==> src/rtl/pcie_phy_pkg.sv <==
// Shared PHY constants and the striper state encoding.
// Latency: n/a (definitions only).
// Backpressure: n/a.
package pcie_phy_pkg;

    localparam logic [7:0] K28_5_COM    = 8'hBC;
    localparam logic [7:0] K28_0_SKP    = 8'h1C;
    localparam logic [7:0] LOGICAL_IDLE = 8'h00;
    localparam int         SKP_OS_LEN   = 4;

    typedef enum logic [1:0] {
        LINK_DOWN,
        IDLE,
        DATA,
        SKP
    } striper_state_e;

endpackage

==> src/rtl/pcie_skp_scheduler.sv <==
// Raises a sticky SKP request every SKP_INTERVAL enabled cycles.
// Latency: pending_o rises the cycle after the counter wraps.
// Backpressure: none; a second expiry while pending is absorbed.
module pcie_skp_scheduler #(
    parameter int SKP_INTERVAL = 1180
) (
    input  logic clk_i,
    input  logic rst_i,
    input  logic enable_i,
    input  logic consume_i,
    output logic pending_o
);

    localparam int              CW   = $clog2(SKP_INTERVAL);
    localparam logic [CW-1:0]   LAST = CW'(SKP_INTERVAL - 1);

    logic [CW-1:0] cnt_q, cnt_d;
    logic          pending_q, pending_d;
    logic          expire;

    // Count while enabled; dropping enable (link down) clears both counter and request.
    always_comb begin
        cnt_d     = cnt_q;
        pending_d = pending_q;
        expire    = enable_i && (cnt_q == LAST);
        if (!enable_i) begin
            cnt_d     = '0;
            pending_d = 1'b0;
        end else begin
            cnt_d     = expire ? '0 : cnt_q + 1'b1;
            // A fresh expiry on the consume cycle starts a new request.
            pending_d = (pending_q && !consume_i) || expire;
        end
    end

    // Counter and request registers.
    always_ff @(posedge clk_i or negedge rst_i) begin
        if (!rst_i) begin
            cnt_q     <= '0;
            pending_q <= 1'b0;
        end else begin
            cnt_q     <= cnt_d;
            pending_q <= pending_d;
        end
    end

    assign pending_o = pending_q;

endmodule

==> src/rtl/pcie_tx_lane_striper.sv <==
// Byte-stripes MAC frames over 1..NUM_LANES lanes, filling gaps with idle and SKP ordered sets.
// Latency: chunk 0 of an accepted frame is on the lanes the next cycle; later chunks follow back to back.
// Backpressure: ready drops while chunks remain, an SKP is pending, or an SKP set is mid-flight.
module pcie_tx_lane_striper
    import pcie_phy_pkg::*;
#(
    parameter int MAC_FRAME_WIDTH = 32,
    parameter int NUM_LANES       = 4,
    parameter int SKP_INTERVAL    = 1180
) (
    input  logic                             clk_i,
    input  logic                             rst_i,
    input  logic                             link_up_i,
    input  logic [$clog2(NUM_LANES):0]       link_width_i,
    input  logic [MAC_FRAME_WIDTH-1:0]       mac_data_frame_i,
    input  logic                             mac_data_frame_valid_i,
    output logic                             mac_data_frame_ready_o,
    output logic [NUM_LANES*8-1:0]           lane_data_o,
    output logic [NUM_LANES-1:0]             lane_k_o,
    output logic [NUM_LANES-1:0]             lane_active_o,
    output logic                             lane_valid_o,
    output logic                             skp_active_o
);

    localparam int BYTES = MAC_FRAME_WIDTH / 8;
    localparam int LOG2L = $clog2(NUM_LANES);
    localparam int LWW   = LOG2L + 1;
    localparam int RW    = $clog2(BYTES) + 1;
    localparam logic [1:0] SKP_LAST = 2'(SKP_OS_LEN - 1);

    striper_state_e               state_q, state_d;
    logic [1:0]                   skp_idx_q, skp_idx_d;
    logic [RW-1:0]                remain_q, remain_d;
    logic [MAC_FRAME_WIDTH-1:0]   hold_q, hold_d;
    logic [LWW-1:0]               wlog_q, wlog_d;
    logic [NUM_LANES*8-1:0]       lane_data_q, lane_data_d;
    logic [NUM_LANES-1:0]         lane_k_q, lane_k_d;
    logic [NUM_LANES-1:0]         lane_active_q, lane_active_d;
    logic                         lane_valid_q, lane_valid_d;
    logic                         skp_active_q, skp_active_d;

    logic                         skp_pending;
    logic                         skp_consume;
    logic                         accept;
    logic [LWW-1:0]               w_in;

    // Lowest 2^lw lanes set.
    function automatic logic [NUM_LANES-1:0] lane_mask(input logic [LWW-1:0] lw);
        for (int n = 0; n < NUM_LANES; n++) begin
            lane_mask[n] = ((n >> lw) == 0);
        end
    endfunction

    // Low bytes of src onto the active lanes, idle elsewhere.
    function automatic logic [NUM_LANES*8-1:0] stripe(input logic [MAC_FRAME_WIDTH-1:0] src,
                                                      input logic [NUM_LANES-1:0]       m);
        for (int n = 0; n < NUM_LANES; n++) begin
            stripe[8*n +: 8] = m[n] ? src[8*n +: 8] : LOGICAL_IDLE;
        end
    endfunction

    // Same symbol on every active lane.
    function automatic logic [NUM_LANES*8-1:0] fill(input logic [7:0] sym,
                                                    input logic [NUM_LANES-1:0] m);
        for (int n = 0; n < NUM_LANES; n++) begin
            fill[8*n +: 8] = m[n] ? sym : LOGICAL_IDLE;
        end
    endfunction

    // Clamp requested width to what the PHY has.
    assign w_in = (link_width_i > LWW'(LOG2L)) ? LWW'(LOG2L) : link_width_i;

    assign mac_data_frame_ready_o = link_up_i && (state_q != LINK_DOWN) && !skp_pending &&
                                    !((state_q == SKP) && (skp_idx_q != SKP_LAST)) &&
                                    (remain_q == '0);
    assign accept = mac_data_frame_valid_i && mac_data_frame_ready_o;

    pcie_skp_scheduler #(
        .SKP_INTERVAL (SKP_INTERVAL)
    ) u_skp_sched (
        .clk_i     (clk_i),
        .rst_i     (rst_i),
        .enable_i  (link_up_i && (state_q != LINK_DOWN)),
        .consume_i (skp_consume),
        .pending_o (skp_pending)
    );

    // Next state and next registered lane outputs; priority: link, SKP in flight, frame tail, new frame, SKP, idle.
    always_comb begin
        state_d       = state_q;
        skp_idx_d     = skp_idx_q;
        remain_d      = remain_q;
        hold_d        = hold_q;
        wlog_d        = wlog_q;
        lane_data_d   = '0;
        lane_k_d      = '0;
        lane_active_d = lane_mask(wlog_q);
        lane_valid_d  = 1'b1;
        skp_active_d  = 1'b0;
        skp_consume   = 1'b0;
        if (!link_up_i) begin
            // Discard everything; width falls back to x1 until the next frame is accepted.
            state_d       = LINK_DOWN;
            skp_idx_d     = '0;
            remain_d      = '0;
            hold_d        = '0;
            wlog_d        = '0;
            lane_active_d = '0;
            lane_valid_d  = 1'b0;
        end else if (state_q == LINK_DOWN) begin
            state_d = IDLE;
        end else if ((state_q == SKP) && (skp_idx_q != SKP_LAST)) begin
            skp_idx_d    = skp_idx_q + 1'b1;
            lane_data_d  = fill(K28_0_SKP, lane_mask(wlog_q));
            lane_k_d     = lane_mask(wlog_q);
            skp_active_d = 1'b1;
        end else if (remain_q != '0) begin
            state_d     = DATA;
            lane_data_d = stripe(hold_q, lane_mask(wlog_q));
            hold_d      = hold_q >> (8 << wlog_q);
            remain_d    = remain_q - 1'b1;
        end else if (accept) begin
            state_d       = DATA;
            wlog_d        = w_in;
            lane_active_d = lane_mask(w_in);
            lane_data_d   = stripe(mac_data_frame_i, lane_mask(w_in));
            hold_d        = mac_data_frame_i >> (8 << w_in);
            remain_d      = RW'((BYTES >> w_in) - 1);
        end else if (skp_pending) begin
            state_d      = SKP;
            skp_idx_d    = '0;
            skp_consume  = 1'b1;
            lane_data_d  = fill(K28_5_COM, lane_mask(wlog_q));
            lane_k_d     = lane_mask(wlog_q);
            skp_active_d = 1'b1;
        end else begin
            state_d = IDLE;
        end
    end

    // State, frame holding and output registers.
    always_ff @(posedge clk_i or negedge rst_i) begin
        if (!rst_i) begin
            state_q       <= LINK_DOWN;
            skp_idx_q     <= '0;
            remain_q      <= '0;
            hold_q        <= '0;
            wlog_q        <= '0;
            lane_data_q   <= '0;
            lane_k_q      <= '0;
            lane_active_q <= '0;
            lane_valid_q  <= 1'b0;
            skp_active_q  <= 1'b0;
        end else begin
            state_q       <= state_d;
            skp_idx_q     <= skp_idx_d;
            remain_q      <= remain_d;
            hold_q        <= hold_d;
            wlog_q        <= wlog_d;
            lane_data_q   <= lane_data_d;
            lane_k_q      <= lane_k_d;
            lane_active_q <= lane_active_d;
            lane_valid_q  <= lane_valid_d;
            skp_active_q  <= skp_active_d;
        end
    end

    assign lane_data_o   = lane_data_q;
    assign lane_k_o      = lane_k_q;
    assign lane_active_o = lane_active_q;
    assign lane_valid_o  = lane_valid_q;
    assign skp_active_o  = skp_active_q;

endmodule

==> config.mk <==
export PLATFORM = sky130hd
export DESIGN_NAME = pcie_tx_lane_striper
export DESIGN_NICKNAME = d
export VERILOG_FILES = /design/src/rtl/pcie_phy_pkg.sv /design/src/rtl/pcie_skp_scheduler.sv /design/src/rtl/pcie_tx_lane_striper.sv
export SDC_FILE = /design/constraint.sdc
export NUM_CORES = 1
export LEC_CHECK = 0
export ABC_AREA = 1
export BUFFER_PORTS_ARGS = -buffer_cell sky130_fd_sc_hd__buf_4
export CORE_MARGIN = 2
export CORE_UTILIZATION = 50
export CTS_BUF_LIST = sky130_fd_sc_hd__clkbuf_4
export DETAILED_ROUTE_END_ITERATION = 12
export PLACE_DENSITY = 0.72
export SYNTH_ARGS = -nofsm -noshare
export SYNTH_HDL_FRONTEND = slang
export SYNTH_HIERARCHICAL = 1
export SYNTH_SLANG_ARGS = --single-unit
==> constraint.sdc <==
create_clock -name clk_i -period 1.95 [get_ports clk_i]
set_input_delay 0.195 -clock clk_i [delete_from_list [all_inputs] [get_ports clk_i]]
set_output_delay 0.195 -clock clk_i [all_outputs]
set_load 0.01 [all_outputs]
* Word-level counts from Yosys, hierarchy flattened *
Index checks and enable logic that the tools add are counted.

storage, ports and cells
  register bits after elaboration = 96
  input bits = 39

operators by class
  eq/ne operators = 12
  multiplexer cells = 74
  order comparisons = 1
  shift-type cells = 13
  reduce and logical (&&, ||, !) cells = 27
  $add $sub $neg = 4

operators by type and width
  operator                                                       number
  two-way mux 32 bit                                             11
  logical NOT 32 bit                                             8
  >> shifter 1 x 3 -> 32 bit, first input constant               4
  >> shifter 2 x 3 -> 32 bit, first input constant               4
  two-way mux 8 bit                                              12
  << shifter 4 x 3 -> 32 bit, first input constant               2
  >> shifter 32 x 32 -> 32 bit                                   2
  two-way mux 4 bit                                              11
  two-way mux 3 bit                                              11
  two-way mux 2 bit                                              12
  two-way mux 11 bit                                             2
  two-way mux 5 bit                                              4
  adder 11 x 1 -> 11 bit, second input constant                  1
  equality test 11 bit, second input constant                    1
  two-way mux 1 bit                                              11
  logical AND 1 bit                                              8
  inequality test 2 bit, second input constant                   4
  AND reduction 4 bit                                            2
  inequality test 3 x 1 -> 1 bit, second input constant          2
  inequality test 3 bit, second input constant                   2
  greater-than comparator 3 x 2 -> 1 bit, second input constant  1
  logical NOT 1 bit                                              3
  logical NOT 3 bit                                              1
  inequality test 3 x 2 -> 1 bit, second input constant          1
  other kinds (11)                                               11

* Logic depth before layout (Yosys ltp) *
  depth after elaboration = 15
  depth in mapped cells = 11
  gate-level depth less buffers = 10

* Hierarchy *
Netlist, hierarchy kept.

modules (own cells, without submodules)
  module                seq. area each (um2)  times used  cells an instance  area each (um2)
  pcie_tx_lane_striper  2052.0                1           545                4247.8
  pcie_skp_scheduler    300.3                 1           77                 654.4

* Worst setup path after synthesis *
No wires, ideal clock.

  path type = register to register
  from = register skp_idx_q[0]
  to = register u_skp_sched.pending_q, in the netlist u_skp_sched/pending_o
  arrival = 1595 ps
  library setup time = 73 ps
  slack = 282 ps
  buffers on the path = 1
  stages on the path, launching flop included = 9
  period minus slack after synthesis = 1668 ps
  cell sequence = dfrtp_1 -> ha_1 -> nand3b_1 -> nand2_1 -> clkbuf_1 -> nor2_1 -> inv_1 -> nand2_1 -> a21oi_2

between the ends
  cells in the longest elaborated chain, start to end = 15

ends and longest elaborated chain
  element                          line                                                     source
  start: declaration               pcie_tx_lane_striper.sv:32                               logic [1:0] skp_idx_q, skp_idx_d;
  start signal: assignment         pcie_tx_lane_striper.sv:156                              skp_idx_q <= skp_idx_d;
  inequality test 2 bit (*)        pcie_tx_lane_striper.sv:74, pcie_tx_lane_striper.sv:112
  logical AND 1 bit (*)            pcie_tx_lane_striper.sv:74, pcie_tx_lane_striper.sv:112
  logical NOT 1 bit                pcie_tx_lane_striper.sv:74                               !((state_q == SKP) && (skp_idx_q != SKP_LAST)) &&
  logical AND 1 bit                pcie_tx_lane_striper.sv:73                               assign mac_data_frame_ready_o = link_up_i && (state_q != LINK_DOWN) && !skp_pending &&
  logical AND 1 bit                pcie_tx_lane_striper.sv:74
  logical AND 1 bit                pcie_tx_lane_striper.sv:76                               assign accept = mac_data_frame_valid_i && mac_data_frame_ready_o;
  two-way mux 1 bit                pcie_tx_lane_striper.sv:122                              end else if (accept) begin
  two-way mux 1 bit                pcie_tx_lane_striper.sv:117                              end else if (remain_q != '0) begin
  two-way mux 1 bit (*)            pcie_tx_lane_striper.sv:112                              end else if ((state_q == SKP) && (skp_idx_q != SKP_LAST)) begin
  two-way mux 1 bit (*)            pcie_tx_lane_striper.sv:110                              end else if (state_q == LINK_DOWN) begin
  two-way mux 1 bit (*)            pcie_tx_lane_striper.sv:101                              if (!link_up_i) begin
  named net skp_consume            pcie_tx_lane_striper.sv:43                               logic skp_consume;
  logical NOT 1 bit (*)            pcie_skp_scheduler.sv:32                                 pending_d = (pending_q && !consume_i) || expire;
  logical AND 1 bit (*)            pcie_skp_scheduler.sv:32
  logical OR 1 bit (*)             pcie_skp_scheduler.sv:32
  two-way mux 1 bit (*)            pcie_skp_scheduler.sv:26                                 if (!enable_i) begin
  named net u_skp_sched.pending_d  pcie_skp_scheduler.sv:18                                 logic pending_q, pending_d;
  end signal: assignment           pcie_skp_scheduler.sv:43                                 pending_q <= pending_d;
  end: declaration                 pcie_skp_scheduler.sv:18

Mark *: on every way through the listed nets, which the timed path passes. The rest lies on a longest branch.
A chain may end at the register's enable or synchronous reset.

* Final worst setup path *
  from = input port link_up_i
  to = output port mac_data_frame_ready_o

between the ends
  cells in the longest elaborated chain, start to end = 4

ends and longest elaborated chain
  element                         line                        source
  start: declaration              pcie_tx_lane_striper.sv:13  input logic link_up_i,
  logical AND 1 bit (3 in a row)  pcie_tx_lane_striper.sv:73
  logical AND 1 bit               pcie_tx_lane_striper.sv:74
  end: declaration                pcie_tx_lane_striper.sv:17  output logic mac_data_frame_ready_o,

Every way passes these cells.

==> results.sh <==
export IMPL_p_leak_nw=2.95
export IMPL_cp_start_kind="input port"
export IMPL_multi_input_area_um2=2230
export IMPL_status="completed"
export IMPL_fillers=869
export IMPL_fin_crit_sh_pct=98.3
export IMPL_totalPowerFinal_w=0.00726
export IMPL_portBuffers=81
export IMPL_fin_tns_setup_ns=0
export IMPL_netlist_instances=622
export IMPL_synth_xor_area_share_pct=0.715
export IMPL_rsz0062_at_grt="no"
export IMPL_die_h_um=103
export IMPL_synth_compound_area_share_pct=14.9
export IMPL_syn_mean_instance_area_um2=7.88
export IMPL_grt_max_degree=57
export IMPL_synth_seq_cells=94
export IMPL_numClockSinks=94
export IMPL_routed_wl_mm=13.8
export IMPL_cp_cell_sequence="dlygate4sd3_1, buf_6, inv_1, nor2_4, nand2_4, nor2_4, buf_4"
export IMPL_slew_headroom_pct=63.9
export IMPL_fin_worst_skew_ns=0.0167
export IMPL_drive_above_1_share_pct=23.2
export IMPL_dieArea_um2=10600
export IMPL_grt_use_total_pct=27.4
export IMPL_slowest_stage="dlygate4sd3_1"
export IMPL_grt_remaining_overflow=0
export IMPL_rows=36
export IMPL_max_vdd_ir_drop_uv=534
export IMPL_finalHoldViolations=0
export IMPL_hp_class="in -> reg"
export IMPL_synthAdderAreaFrac_pct=1.28
export IMPL_worstPathRequired_ns=1.75
export IMPL_crit_type="in -> out"
export IMPL_synth_edff_count=0
export IMPL_crit_fanout=14
export IMPL_crit_top_cell="nor2_4"
export IMPL_clock_path_buffers=2
export IMPL_drv_slew=0
export IMPL_dp_hpwl_mm=9.80
export IMPL_synth_top_family_by_area="simple AND/OR/NAND/NOR gates"
export IMPL_wl_per_cell_um=16.0
export IMPL_synth_area_um2=4900
export IMPL_start_util_pct=50.9
export IMPL_nNetsFinal=774
export IMPL_grt_pass1_wl_mm=22.4
export IMPL_drt_initial_drc_count=339
export IMPL_gp_congestion=0.912
export IMPL_antenna_found_initial=0
export IMPL_end_kind="output port"
export IMPL_async_reset_ff_share_pct=100
export IMPL_final_setup_viol_count=0
export IMPL_drtPass1Iterations=5
export IMPL_maxCapViolations=0
export IMPL_ant_nets=0
export IMPL_clkTransAtPathRegs_ns=0.13
export IMPL_worst_slew_pin_slew_ns=0.541
export IMPL_drc=0
export IMPL_worst_path_largest_cell_delay_ns=0.56
export IMPL_diodes=0
export IMPL_synthSimpleGateAreaFrac_pct=27.7
export IMPL_ios=82
export IMPL_ys_flop_type="dfrtp_1"
export IMPL_cts_root_buf="clkbuf_4"
export IMPL_synth_cell_types=36
export IMPL_via_count=4756
export IMPL_power_density_nw_per_um2=1180
export IMPL_synthMuxAreaShare_pct=0
export IMPL_area_delta_synth_final_pct=25.3
export IMPL_grt_pass1_vias=4484
export IMPL_seq_area_um2=2350
export IMPL_yosysWarnings=6
export IMPL_synth_seq_area_share_pct=48.0
export IMPL_fmax_mhz=522
export IMPL_die_x_um=103
export IMPL_syn_nets=666
export IMPL_fin_crit_ns=1.92
export IMPL_whs_ns=0.0179
export IMPL_cts_buffers=9
export IMPL_core_um2=9640
export IMPL_cts_tree="yes"
export IMPL_crit_arrival_ns=1.72
export IMPL_clkLatencyLatePin_ns=0.45
export IMPL_cts_max_level=3
export IMPL_viasPerCell=5.49
[metal layers]
| metal | routed length, um | global-route usage (%) | vias to the layer above | share of wire, % |
|---|---|---|---|---|
| li1 | - | - | 2264 | - |
| met1 | 5940 | 37.9 | 2231 | 43 |
| met2 | 6470 | 42.6 | 226 | 47 |
| met3 | 1060 | 5.36 | 35 | 7.7 |
| met4 | 346 | 10.4 | 0 | 2.5 |
| met5 | 0 | 0 | - | 0 |
[metrics by stage]
stage               instance area [um2]  utilization, %  std cells  worst slack, ns
CTS                                6080            63.0        862         0.000319
floorplan                          4900               -        622            0.282
finish                             6140            63.7        866           0.0336
global placement                   5780            60.0        832           0.0741
global route                       6140            63.7        866         0.000896
detailed placement                 5780            60.0        832           0.0230
[what timing repair did]
action / 4_1_cts / 5_1_grt
hold buffers: 12 / 0
gates resized for setup: 5 / 10
hold endpoints to repair: 49 / 0
endpoints found under the setup margin: 4 / 29
pin swaps: 2 / 2
buffers inserted: 4 / 4
[cells in the mapped netlist (2+ instances only)]
cell	instances	area, um2
buf_2	12	60.1
o22ai_1	2	12.5
nor2_1	31	116
clkbuf_1	11	41.3
nor2_2	14	87.6
nand3_1	68	340
nand4_1	5	31.3
o2111ai_1	3	26.3
ha_1	5	62.6
xor2_1	3	26.3
nand2_4	2	22.5
o21ai_1	2	10.0
o211ai_1	2	15.0
nor2_4	3	33.8
buf_4	5	37.5
nand3_4	3	52.6
dfrtp_1	94	2350
a21oi_1	52	260
nand3_2	2	20.0
inv_1	54	203
nand2_2	3	18.8
nor3_1	13	65.1
nand2_1	148	556
o21ai_0	72	360
buf_1	2	7.51
[layout by cell type (no fill, tap or decap), types with 4 or more instances in the layout]
| master | count |
|---|---|
| buf_4 | 109 |
| dlygate4sd3_1 | 12 |
| nor2_1 | 30 |
| dfrtp_1 | 94 |
| nor3_1 | 12 |
| o21ai_0 | 72 |
| inv_1 | 52 |
| nand2_4 | 4 |
| nand3_1 | 67 |
| clkbuf_4 | 10 |
| nor2_2 | 14 |
| buf_12 | 5 |
| nand2_1 | 146 |
| a21oi_1 | 52 |
| nand4_1 | 5 |
| nor2_4 | 4 |
[report_power, final]
group,internal [W],switching (W)
logic,0.00139,0.00228
registers,0.00234,0.000247
clock network,0.000390,0.000620
[worst max-delay path: cells and delay by family]
| kind | cells | cell delay (ns) |
|---|---|---|
| simple gates | 3 | 0.45 |
| buf+inv | 4 | 1.08 |
[flip-flops by register name, summed over array words and instances, names as in the netlist]
name and count:
u_skp_sched/cnt_q 11, remain_q 3, wlog_q 3, skp_idx_q 2
hold_q 32, state_q 2, lane_active_o 4, u_skp_sched/pending_o 1
lane_data_o 32, lane_k_o 4
[worst paths after layout]
check	startpoint	to	slack, ns	cells past startpoint
max	link_up_i	mac_data_frame_ready_o	0.03	7
min	mac_data_frame_i[9]	lane_data_o[9]	0.02	3
max reg2reg	remain_q[1]	hold_q[3]	0.15	9
min reg2reg	u_skp_sched/cnt_q[0]	u_skp_sched/cnt_q[0]	0.50	1
max in group asynchronous	rst_i	lane_data_o[10]	1.02	3
min in group asynchronous	rst_i	lane_data_o[22]	0.27	2
[logic make-up (layout without fill, tap and decap cells)]
logic type | Yosys count | in the layout
and+or+nand+nor | 294 | 294
adders and majority gates | 5 | 5
AOI/OAI and AO/OA | 139 | 139
xor gates and xnor gates | 4 | 4
buffers and inverters | 86 | 197
DFF | 94 | 94
[final cells by class]
cell class                      count  area share [%]
Sequential cell                    94            38.3
Tap cell                          133            2.71
Clock inverter                      4           0.814
Clock buffer                       10            1.22
Inverter                           55            3.36
Timing Repair Buffer              128            17.3
Multi-Input combinational cell    442            36.3
No activity file was read; power rests on OpenSTA's default activity.
